File: config.mk
export PLATFORM = sky130hd
export DESIGN_NAME = spi_rx_master
export DESIGN_NICKNAME = d
export VERILOG_FILES = /design/src/rtl/spi_rx_master.sv
export SDC_FILE = /design/constraint.sdc
export NUM_CORES = 1
export LEC_CHECK = 0
export BUFFER_PORTS_ARGS = -buffer_cell sky130_fd_sc_hd__buf_2
export CORE_ASPECT_RATIO = 1.4
export CORE_MARGIN = 1
export CORE_UTILIZATION = 50
export CTS_CLUSTER_DIAMETER = 150
export CTS_CLUSTER_SIZE = 16
export DETAILED_ROUTE_END_ITERATION = 8
export PLACE_DENSITY = 0.68
export SLEW_MARGIN = 20
export SYNTH_ARGS = -nofsm -noshare
export SYNTH_HDL_FRONTEND = slang
export SYNTH_SLANG_ARGS = --single-unit
export TNS_END_PERCENT = 20
File: constraint.sdc
create_clock -name clk -period 2.4 [get_ports clk]
set_input_delay 0.12 -clock clk [delete_from_list [all_inputs] [get_ports clk]]
set_output_delay 0.12 -clock clk [all_outputs]
set_load 0.005 [all_outputs]
File: src/rtl/spi_rx_master.sv
`default_nettype none
// ============================================================================
// spi_rx_master : SPI-style master receiver (cs_n/sclk_n generation, word shift-in)
// Revision 1.0
// ============================================================================
module spi_rx_master #(
  parameter int WIDTH     = 8,
  parameter int DIV       = 2,
  parameter int WORDS     = 1,
  parameter bit MSB_FIRST = 1'b1
) (
  input  logic             clk,
  input  logic             rst_a,
  input  logic             ena,
  input  logic             start,
  input  logic             from_device,
  output logic             sclk_n,
  output logic             cs_n,
  output logic             busy,
  output logic [WIDTH-1:0] data_out,
  output logic             data_valid,
  output logic             frame_done
);
  localparam int CW = (DIV > 1) ? $clog2(DIV) : 1;
  localparam int BW = (WIDTH > 1) ? $clog2(WIDTH) : 1;
  localparam int WW = (WORDS > 1) ? $clog2(WORDS) : 1;
  localparam logic [CW-1:0] CNT_LAST  = CW'(DIV - 1);
  localparam logic [BW-1:0] BIT_LAST  = BW'(WIDTH - 1);
  localparam logic [WW-1:0] WORD_LAST = WW'(WORDS - 1);

  typedef enum logic [2:0] {
    IDLE  = 3'd0,
    SETUP = 3'd1,
    LOW   = 3'd2,
    HIGH  = 3'd3,
    HOLD  = 3'd4,
    GAP   = 3'd5
  } state_t;

  state_t           state, state_d;
  logic [CW-1:0]    cnt, cnt_d;
  logic [BW-1:0]    bit_cnt, bit_cnt_d;
  logic [WW-1:0]    word_cnt, word_cnt_d;
  logic [WIDTH-2:0] partial, partial_d;
  logic [WIDTH-1:0] assembled;
  logic [WIDTH-1:0] data_out_d;
  logic             last_word, last_word_d;
  logic             sclk_n_d, cs_n_d, busy_d, data_valid_d, frame_done_d;
  logic             phase_end;

  // Only WIDTH-1 earlier bits need storing; the word is completed with the live sample.
  generate
    if (MSB_FIRST) begin : g_msb_first
      assign assembled = {partial, from_device};
      assign partial_d = (state == LOW && phase_end && ena) ? assembled[WIDTH-2:0] : partial;
    end else begin : g_lsb_first
      assign assembled = {from_device, partial};
      assign partial_d = (state == LOW && phase_end && ena) ? assembled[WIDTH-1:1] : partial;
    end
  endgenerate

  assign phase_end = (cnt == CNT_LAST);

  always_comb begin
    state_d      = state;
    cnt_d        = cnt;
    bit_cnt_d    = bit_cnt;
    word_cnt_d   = word_cnt;
    last_word_d  = last_word;
    data_out_d   = data_out;
    sclk_n_d     = sclk_n;
    cs_n_d       = cs_n;
    busy_d       = busy;
    data_valid_d = data_valid;
    frame_done_d = frame_done;
    if (ena) begin
      data_valid_d = 1'b0;
      frame_done_d = 1'b0;
      cnt_d        = phase_end ? '0 : cnt + 1'b1;
      case (state)
        IDLE: begin
          cnt_d = '0;
          if (start) begin
            state_d     = SETUP;
            cs_n_d      = 1'b0;
            busy_d      = 1'b1;
            bit_cnt_d   = '0;
            word_cnt_d  = '0;
            last_word_d = 1'b0;
          end
        end
        SETUP: if (phase_end) begin
          state_d  = LOW;
          sclk_n_d = 1'b0;
        end
        LOW: if (phase_end) begin
          state_d  = HIGH;
          sclk_n_d = 1'b1;
          if (bit_cnt == BIT_LAST) begin
            data_out_d   = assembled;
            data_valid_d = 1'b1;
            bit_cnt_d    = '0;
            last_word_d  = (word_cnt == WORD_LAST);
            word_cnt_d   = (word_cnt == WORD_LAST) ? '0 : word_cnt + 1'b1;
          end else begin
            bit_cnt_d = bit_cnt + 1'b1;
          end
        end
        HIGH: if (phase_end) begin
          if (last_word) begin
            state_d = HOLD;
          end else begin
            state_d  = LOW;
            sclk_n_d = 1'b0;
          end
        end
        HOLD: if (phase_end) begin
          state_d      = GAP;
          cs_n_d       = 1'b1;
          frame_done_d = 1'b1;
        end
        GAP: if (phase_end) begin
          state_d = IDLE;
          busy_d  = 1'b0;
        end
        default: state_d = IDLE;
      endcase
    end
  end

  always_ff @(posedge clk) begin
    if (rst_a) begin
      state      <= IDLE;
      cnt        <= '0;
      bit_cnt    <= '0;
      word_cnt   <= '0;
      last_word  <= 1'b0;
      partial    <= '0;
      data_out   <= '0;
      sclk_n     <= 1'b1;
      cs_n       <= 1'b1;
      busy       <= 1'b0;
      data_valid <= 1'b0;
      frame_done <= 1'b0;
    end else begin
      state      <= state_d;
      cnt        <= cnt_d;
      bit_cnt    <= bit_cnt_d;
      word_cnt   <= word_cnt_d;
      last_word  <= last_word_d;
      partial    <= partial_d;
      data_out   <= data_out_d;
      sclk_n     <= sclk_n_d;
      cs_n       <= cs_n_d;
      busy       <= busy_d;
      data_valid <= data_valid_d;
      frame_done <= frame_done_d;
    end
  end
endmodule
`default_nettype wire
==> flow_summary_export.csv, run 1 <==
group,metric,value,unit
finish,layout_commonest_cell,"dfxtp_1",
pwr,vdd_drop_max,0.393,mV
synth,synth_cell_types,28,
clock_network,cts_root_buffer,"clkbuf_4",
critical_path,cp-start-kind,"flip-flop",
finish,drive_gt1_share,15.4,%
die,die_y,60.2,um
finish,instances_no_fill,171,
die,num_rows,20,
global_route,antenna_found_initial,0,
pwr,total_power,0.000843,W
worst_hold_path,min_path_type,"primary input to flip-flop",
clock_network,cts_setup_buffers,0,
finish,multi_input_area,589,um^2
drt,met1Wirelength,1.05,mm
synth,yosysWarnings,0,
synth,syn_inst,138,
global_route,grt_max_degree,30,
clock_network,cts_tree,"done",
critical_path,r2r-start,"state[1]",
sta,fin_skew,0.00611,ns
worst_hold_path,min_path_cells,3,
drt,drc_errors,1,
drt,drtAntennaViolNets,0,
critical_path,cp_max_fo,16,
placed_design,dpl_cell_area,1270,um^2
die,design.core.area,2230,um^2
critical_path,rrSetupSlack,0.53,ns
job,maxCapViolCount,0,
sta,min_period,1.87,ns
worst_hold_path,holdPathEnd,"partial[0]",
drt,vias_per_cell,5.75,
die,dieArea,2630,um^2
synth,ys_seq_area_share,46.3,%
synth,syn-cell-area,1210,um^2
critical_path,required,2.62,ns
finish,antenna_cells,0,
status,status,"complete, but fails checks",
sta,tightest_slew,0.652,ns
critical_path,crit_arrival,2.08,ns
finish,most-common-layout-cells,"28 x dfxtp_1, 17 x nor2_1, 17 x buf_2",
sta,finalSetupTns,0,ns
finish,finalNetCount,157,
finish,area_delta_synth_final,8.88,%
synth,synth_flop_cell,"dfxtp_1",
sta,post-route-period-util,77.8,%
finish,regArea,561,um^2
sta,max-slew-margin-rel,56.6,%
clock_network,cts_resized,0,
synth,ys_seq_elements,28,
placed_design,dp_hpwl,1.63,mm
die,die_w,43.6,um
clock_network,htree_num_levels,1,
drt,num_vias,984,
drt,drt-wirelength-per-cell,13.4,um
sta,setup_viol,0,
synth,synth_nets,145,
clock_network,cts_buffers,3,
global_route,grt_overflow_total,0,
clock_network,clk_path_buf_depth,2,
critical_path,critPathKind,"flip-flop to flip-flop",
global_route,grt_pass1_vias,876,
critical_path,reg2reg_to,"partial[6]",
placed_design,numPortBuffers,17,
status,failed_checks,"DRC",
worst_hold_path,hold_path_startpoint,"from_device",
drt,top_layer_used,"met3",
clock_network,cts_sinks,28,
pwr,leakage,0.518,nW
synth,synth_area_leaders,"dfxtp_1 46%, mux2i_1 9.9%, a21oi_1 6.6%",
finish,fillers,219,
sta,hold_viol_final,0,
drt,drt-pass1-iter-count,6,
die,top_level_ports,18,
placed_design,placed_cells,167,
die,start_util,54.4,%
global_route,track_usage,19.9,%
pwr,p_per_area,639,nW/um^2
drt,wl_met3,67,um
clock_network,clk_pin_slew,0.15,ns
synth,synth_area_per_cell,8.78,um^2
synth,synthArstFlopShare,0,%
synth,yosysTopAreaCell,"dfxtp_1",
clock_network,cts_hold_buf,0,
drt,wirelength,2.30,mm
placed_design,globalplace.congestion,0.850,
drt,wl_met2,1.18,mm
drt,drt_iter0_drc,37,
synth,synth_edf_count,0,
critical_path,end_kind,"flip-flop",
synth,yosysTopAreaCellShare,46.3,%
critical_path,critPathLaunch,"state[1]",
critical_path,r2r_cells,4,
clock_network,insertion_delay,0.32,ns
finish,fin_area,1320,um^2
sta,max_freq,0.536,GHz
sta,holdWs,0.0437,ns
sta,rsz0062_at_grt,"no",
global_route,grt_pass1_wl,3.98,mm
sta,final-max-slew-violation-count,0,
-- critical path, cell delays in order (launching register included) --
cell,delay (ns)
dfxtp_1,0.57
nor2b_1,0.28
and2_1,0.59
mux2i_1,0.26
nor2_1,0.06
-- report_power, final --
| group | total (W) | switching [W] | internal (W) |
|---|---|---|---|
| registers | 0.000483 | 0.0000115 | 0.000471 |
| clock network | 0.000309 | 0.000140 | 0.000169 |
| logic | 0.0000517 | 0.0000299 | 0.0000218 |
| total | 0.000843 | 0.000181 | 0.000662 |
-- through the flow --
step           setup slack [ns]  util (%)
6_report                  0.533      59.2
5_1_grt                   0.411      59.2
4_1_cts                   0.566      59.2
3_5_place_dp              0.598      56.9
3_3_place_gp              0.664      56.9
2_1_floorplan             0.963         -
-- how the worst max path moves through the flow --
stage | end | slack (ns) | cells after the start
detailed placement | partial[5] | 0.60 | 4
global route | partial[0] | 0.41 | 4
floorplan | data_out[0] | 0.96 | 6
CTS | partial[2] | 0.57 | 4
global placement | partial[4] | 0.66 | 4
finish | partial[6] | 0.53 | 4
-- layer usage --
layer  up-vias  GRT usage (%)
met1       471           26.1
met4         0           5.36
met2        14           34.3
met5         -              0
li1        499              -
met3         0           1.81
-- logic make-up (layout without fill, tap and decap cells) --
group | count (synthesis) | count (layout) | share of synthesized area (%)
compound gates | 23 | 23 | 10.1
flops | 28 | 28 | 46.3
fa+ha+maj | 2 | 2 | 2.07
buf+inv | 11 | 22 | 5.06
simple gates | 62 | 62 | 26.6
mux | 12 | 12 | 9.92
-- flip-flops by register name, indices dropped and copies added, names as in the netlist --
name        flops
partial         7
state           3
cs_n            1
sclk_n          1
bit_cnt         3
data_valid      1
busy            1
data_out        8
frame_done      1
cnt             1
last_word       1
-- synthesized netlist by cell type (all sizes together) (2+ instances only) --
| master | n |
|---|---|
| nand2 | 13 |
| nor2b | 2 |
| nand2b | 2 |
| o21ai | 4 |
| ha | 2 |
| clkbuf | 3 |
| and3b | 2 |
| buf | 7 |
| dfxtp | 28 |
| nor2 | 17 |
| and3 | 3 |
| nor3b | 2 |
| a21oi | 16 |
| mux2i | 12 |
| nand3 | 11 |
| nor3 | 5 |
-- final cells by class --
class,instances,share of cell area (%)
clock buffer,3,1.71
timing repair buffer,17,6.45
inverter,1,0.285
multi-input combinational,99,44.7
clock inverter,1,2.28
tap,22,2.09
sequential,28,42.5
Power figures use the tool's default switching activity.
==> run 2: changes to the inputs <==
--- a/config.mk
+++ b/config.mk
@@ -8,11 +8,11 @@
 export BUFFER_PORTS_ARGS = -buffer_cell sky130_fd_sc_hd__buf_2
 export CORE_ASPECT_RATIO = 1.4
 export CORE_MARGIN = 1
-export CORE_UTILIZATION = 50
+export CORE_UTILIZATION = 49
 export CTS_CLUSTER_DIAMETER = 150
 export CTS_CLUSTER_SIZE = 16
 export DETAILED_ROUTE_END_ITERATION = 8
-export PLACE_DENSITY = 0.68
+export PLACE_DENSITY = 0.7
 export SLEW_MARGIN = 20
 export SYNTH_ARGS = -nofsm -noshare
 export SYNTH_HDL_FRONTEND = slang
==> constraint.sdc (replaced) <==
create_clock -name clk -period 1.56 [get_ports clk]
set_input_delay 0.078 -clock clk [delete_from_list [all_inputs] [get_ports clk]]
set_output_delay 0.078 -clock clk [all_outputs]
set_load 0.005 [all_outputs]
==> run 2 against run 1 <==
Net effect:
- the flow now finishes without violations
- first-iteration DRC count down 43%
- global-route usage rose by 0.72 points
- design area grew 5.1%
- combinational power is 70% higher
- setup slack worse by 0.38 ns
- routed wire length is 3.8% higher
- register-to-register slack worse by 0.38 ns
- power up 54%
- count of clock-buffer cells in the layout is the same
- critical path depth grew 1
- via count increased by 1.5%
==> flow_summary_export.csv, run 2 (synthesized netlist as in run 1, its figures left out) <==
group,metric,value,unit
finish,layout_commonest_cell,"dfxtp_1",
sta,tightest_slew,0.508,ns
critical_path,crit_arrival,1.63,ns
job,maxCapViolCount,0,
global_route,antenna_found_initial,0,
global_route,grt_pass1_vias,937,
critical_path,required,1.78,ns
sta,setup_viol,0,
placed_design,dp_hpwl,1.68,mm
pwr,pwr-share-clk,36.3,%
critical_path,max_stage_delay,0.41,ns
global_route,grt_overflow_total,0,
pwr,leakage,0.553,nW
drt,drtAntennaViolNets,0,
finish,finalNetCount,163,
worst_hold_path,min_path_type,"primary input to flip-flop",
finish,final_util,61.6,%
placed_design,dpl_cell_area,1320,um^2
sta,post-route-period-util,90.2,%
sta,final-max-slew-violation-count,0,
finish,largest_register,"data_out",
die,die_y,60.8,um
pwr,internal_power,0.00102,W
finish,antenna_cells,0,
drt,wirelength,2.38,mm
finish,area_delta_synth_final,14.5,%
sta,max_freq,0.711,GHz
clock_network,cts_buffers,3,
placed_design,placed_cells,172,
pwr,switching_power,0.000279,W
critical_path,cp_max_fo,16,
critical_path,crit_family,"simple AND/OR/NAND/NOR gates",
placed_design,numPortBuffers,17,
die,top_level_ports,18,
global_route,grt_pass1_wl,4.09,mm
pwr,p_per_area,940,nW/um^2
critical_path,critical_path.cell_chain,"nor2b_1 -> and2_1 -> buf_12 -> mux2i_1 -> nor2_1",
die,design.core.area,2250,um^2
global_route,track_usage,20.6,%
critical_path,cp-start-kind,"flip-flop",
placed_design,globalplace.congestion,0.886,
finish,instances_no_fill,177,
finish,drive_gt1_share,20.0,%
drt,drt-pass1-iter-count,6,
die,start_util,53.8,%
clock_network,clk_pin_slew,0.15,ns
drt,vias_per_cell,5.64,
finish,largestRegisters,"data_out: 8 flops, partial: 7 flops",
sta,fin_skew,0.00586,ns
sta,max-slew-margin-rel,66.1,%
critical_path,crit_path_top_delay_cell,"dfxtp_2",
drt,drc_errors,0,
drt,drt_iter0_drc,21,
sta,rsz0062_at_grt,"no",
global_route,grt_max_degree,30,
finish,fin_area,1390,um^2
critical_path,path_buf_inv,1,
pwr,sw_frac_of_total,21.4,%
status,status,"finished, final reports clean",
die,dieArea,2680,um^2
die,die_w,44.0,um
pwr,vdd_drop_max,0.936,mV
finish,largest_register_ffs,8,
finish,most-common-layout-cells,"26 x dfxtp_1, 17 x nor2_1, 17 x buf_2",
clock_network,cts_root_buffer,"clkbuf_4",
drt,num_vias,999,
die,num_rows,20,
sta,hold_viol_final,0,
clock_network,cts_sinks,28,
clock_network,insertion_delay,0.33,ns
drt,drt-wirelength-per-cell,13.5,um
pwr,p_comb_share,6.8,%
pwr,pwr-share-seq,57.0,%
clock_network,cts_tree,"done",
sta,min_period,1.41,ns
critical_path,critPathKind,"flip-flop to flip-flop",
clock_network,clk_path_buf_depth,2,
clock_network,cts_setup_buffers,0,
clock_network,htree_num_levels,1,
critical_path,end_kind,"flip-flop",
sta,finalSetupTns,0,ns
==> run 2: cell count changes in the layout (fill, tap and decap cells not counted), sizes merged <==
cell	change
dlygate4sd3	+1
buf	+5
==> run 2: metrics by stage <==
stage	power (W)	hold WS, ns	worst slack [ns]
3_3_place_gp	0.000839	0.330	0.154
5_1_grt	0.00136	0.0612	0.0582
2_1_floorplan	0.000817	0.225	0.123
4_1_cts	0.00131	0.0549	0.0901
3_5_place_dp	0.000841	0.352	0.118
6_report	0.00130	0.0707	0.153
==> run 2: cell type report <==
class                   count  area (um^2)
fillers                   212          866
multi-input cells          99          594
flip-flops and latches     28          563
repair buffers             23          145
clock inverters             1         30.0
well taps                  22         27.5
clock buffers               3         22.5
inverters                   1         3.75
==> run 2: worst register-to-register path: cells and delay by family (launching register included) <==
kind / cells / cell delay [ns]
buffers and inverters: 1 / 0.16
flip-flops: 1 / 0.41
AND/OR/NAND/NOR: 3 / 0.53
multiplexers: 1 / 0.20
==> run 2: power groups by stage <==
stage	logic, W	registers [W]	clock network, W
floorplan	0.0000698	0.000747	0
global placement	0.0000834	0.000756	0
detailed placement	0.0000847	0.000757	0
CTS	0.0000870	0.000741	0.000482
global route	0.0000975	0.000746	0.000515
finish	0.0000880	0.000742	0.000472
==> run 2: repair_timing <==
item / in CTS / in global routing
hold endpoints to repair: 1 / 0
hold buffers: 1 / 0
endpoints found under the setup margin: 0 / 9
gates resized for setup: 0 / 3
==> run 2: final timing paths <==
kind,startpoint,to,slack (ns),depth (start not counted)
min,ena,state[2],0.07,3
max reg2reg,state[0],partial[5],0.15,5
min reg2reg,data_out[6],data_out[6],0.46,2
max,state[0],partial[5],0.15,5
==> run 2: per-layer routing <==
layer | GRT usage [%] | up-vias | routed length [um]
met5 | 0 | - | 0
met4 | 11.3 | 0 | 44
met3 | 3.87 | 6 | 63
met2 | 34.2 | 21 | 1200
met1 | 24.9 | 460 | 1070
li1 | - | 512 | -
==> run 3: changes to the inputs <==
--- a/config.mk
+++ b/config.mk
@@ -5,14 +5,15 @@
 export SDC_FILE = /design/constraint.sdc
 export NUM_CORES = 1
 export LEC_CHECK = 0
-export BUFFER_PORTS_ARGS = -buffer_cell sky130_fd_sc_hd__buf_2
+export ABC_AREA = 1
+export BUFFER_PORTS_ARGS = -buffer_cell sky130_fd_sc_hd__clkbuf_2
 export CORE_ASPECT_RATIO = 1.4
 export CORE_MARGIN = 1
 export CORE_UTILIZATION = 49
 export CTS_CLUSTER_DIAMETER = 150
 export CTS_CLUSTER_SIZE = 16
 export DETAILED_ROUTE_END_ITERATION = 8
-export PLACE_DENSITY = 0.7
+export PLACE_DENSITY = 0.83
 export SLEW_MARGIN = 20
 export SYNTH_ARGS = -nofsm -noshare
 export SYNTH_HDL_FRONTEND = slang
==> run 3 against run 2 <==
Net effect:
- hold slack got worse by 0.0026 ns
- routed wire length rose by 11%
- first-iteration DRC count increased by 100%
- design area grew 4.2%
- flip-flop and latch count unchanged
- via count grew 17%
- non-clock buffer count shrank 3
- synthesized cell count up 22%
- largest cell class unchanged
- highest routed layer unchanged
==> flow_summary_export.csv, run 3 <==
group,metric,value,unit
status,status,"finished, final reports clean",
synth,synthAdderAreaFrac,1.97,%
synth,synth_compound_area_share,13.2,%
synth,yosysTopAreaCellShare,44.1,%
drt,drc_errors,0,
clock_network,cts_buffers,3,
critical_path,cp-start-kind,"flip-flop",
pwr,vdd_drop_max,0.843,mV
die,design.core.area,2420,um^2
critical_path,critical_path.cell_chain,"ha_1 -> ha_1 -> inv_1 -> nor2_4 -> inv_1 -> o21ai_0 -> nor2_1",
critical_path,critPathKind,"flip-flop to flip-flop",
drt,drt-wirelength-per-cell,11.9,um
critical_path,required,1.79,ns
drt,drtAntennaViolNets,0,
drt,num_vias,1172,
finish,multi_input_area,619,um^2
synth,syn_inst,168,
clock_network,htree_num_levels,1,
global_route,grt_overflow_total,0,
critical_path,cp_max_fo,7,
placed_design,dp_hpwl,1.99,mm
finish,antenna_cells,0,
synth,synth_top_family_by_area,"simple AND/OR/NAND/NOR gates",
finish,largest_register,"data_out",
sta,rsz0062_at_grt,"no",
placed_design,dpl_cell_area,1380,um^2
critical_path,max_stage_delay,0.39,ns
synth,synth_flop_cell,"dfxtp_1",
synth,yosysTopAreaCell,"dfxtp_1",
clock_network,insertion_delay,0.32,ns
pwr,p_per_area,1580,nW/um^2
job,maxCapViolCount,0,
synth,synthSimpleGateAreaFrac,33.5,%
synth,synth_cell_types,24,
global_route,antenna_found_initial,0,
global_route,grt_pass1_wl,4.55,mm
placed_design,globalplace.congestion,0.937,
synth,synth_edf_count,0,
finish,layout_commonest_cell,"nand2_1",
critical_path,end_kind,"flip-flop",
synth,syn-cell-area,1270,um^2
worst_hold_path,min_path_type,"primary input to flip-flop",
die,dieArea,2810,um^2
finish,largestRegisters,"data_out: 8 flops, partial: 7 flops",
placed_design,numPortBuffers,17,
clock_network,cts_root_buffer,"clkbuf_4",
pwr,leakage,0.681,nW
synth,synthArstFlopShare,0,%
clock_network,clk_path_buf_depth,2,
finish,finalNetCount,196,
critical_path,crit_path_top_delay_cell,"dfxtp_1",
finish,drive_gt1_share,22.9,%
clock_network,cts_sinks,28,
die,start_util,52.6,%
sta,finalSetupTns,0,ns
finish,area_delta_synth_final,13.6,%
sta,min_period,1.42,ns
drt,drt_iter0_drc,42,
synth,synth_area_leaders,"dfxtp_1 44%, nand2_1 12%, nor2_1 7.7%",
critical_path,crit_arrival,1.64,ns
synth,yosysWarnings,0,
sta,tightest_slew,0.403,ns
drt,wirelength,2.64,mm
die,top_level_ports,18,
global_route,grt_max_degree,17,
sta,post-route-period-util,90.7,%
sta,max-slew-margin-rel,73.1,%
sta,fin_skew,0.00292,ns
sta,final-max-slew-violation-count,0,
finish,most-common-layout-cells,"42 x nand2_1, 28 x dfxtp_1, 26 x nor2_1",
finish,fillers,233,
synth,synth_common_cells,"42 x nand2_1, 28 x dfxtp_1, 26 x nor2_1",
sta,setup_viol,0,
global_route,grt_pass1_vias,1097,
synth,muxShareOfSynthArea,0,%
synth,ys_seq_area_share,44.1,%
die,die_w,45.1,um
drt,drt-pass1-iter-count,4,
clock_network,clk_pin_slew,0.14,ns
synth,synth_nets,175,
synth,synth.most_common_cell,"nand2_1",
clock_network,cts_tree,"done",
finish,regArea,561,um^2
sta,hold_viol_final,0,
finish,fin_area,1450,um^2
synth,ys_seq_elements,28,
synth,synthXorXnorAreaFrac,0,%
sta,max_freq,0.707,GHz
pwr,total_power,0.00229,W
global_route,track_usage,21.4,%
finish,largest_register_ffs,8,
die,die_y,62.3,um
synth,synth_area_per_cell,7.57,um^2
die,num_rows,21,
drt,vias_per_cell,5.28,
run 3: cell families after synthesis:
group / after synthesis
adder cells (fa/ha/maj): 2
flip-flops: 28
AO/OA/AOI/OAI: 28
buffers and inverters: 20
AND/OR/NAND/NOR: 90
run 3: routing by layer:
layer | global-route usage (%) | vias to the layer above | routed length [um]
met5 | 0 | - | 0
met4 | 8.33 | 0 | 49
met3 | 1.74 | 8 | 96
met2 | 38.4 | 39 | 1410
met1 | 24.6 | 549 | 1080
li1 | - | 576 | -
run 3: final timing paths:
kind / cells after the start / end / from / slack (ns)
hold reg to reg: 2 / sclk_n / sclk_n / 0.47
setup reg to reg: 7 / data_out[4] / bit_cnt[0] / 0.14
hold / removal: 3 / busy / start / 0.07
setup / recovery: 7 / data_out[4] / bit_cnt[0] / 0.14
run 3: final cells by class:
type / instances / share of cell area, %
flip-flops and latches: 28 / 38.8
inverters: 16 / 4.16
clock buffers: 3 / 1.56
well taps: 34 / 2.94
multi-input cells: 120 / 42.9
repair buffers: 20 / 7.62
clock inverters: 1 / 2.08
run 3: per-stage QoR:
stage	hold slack (ns)	setup slack (ns)	utilization, %	std cells
floorplan	0.213	0.321	-	168
global placement	0.334	0.221	57.2	217
detailed placement	0.352	0.188	57.2	217
CTS	0.0596	0.139	59.8	222
global route	0.0765	0.00144	59.8	222
finish	0.0681	0.145	59.8	222
run 3: where the power goes:
| part | switching, W | internal, W | total (W) |
|---|---|---|---|
| Clock | 0.000202 | 0.000260 | 0.000462 |
| Sequential | 0.000103 | 0.000824 | 0.000927 |
| Combinational | 0.000593 | 0.000308 | 0.000901 |
| Total | 0.000897 | 0.00139 | 0.00229 |
run 3: worst max-delay path, delay by kind of cell, from the launching register on:
kind	cells	cell delay (ns)
compound gates	1	0.19
fa+ha+maj	2	0.36
buf+inv	2	0.21
flops	1	0.39
simple gates	2	0.17
run 3: timing repair:
| action | CTS | global route |
|---|---|---|
| hold buffers | 1 | 0 |
| buffers inserted | 0 | 0 |
| setup endpoints to repair | 0 | 0 |
| endpoints found under the hold margin | 1 | 0 |
| resized for setup | 0 | 0 |
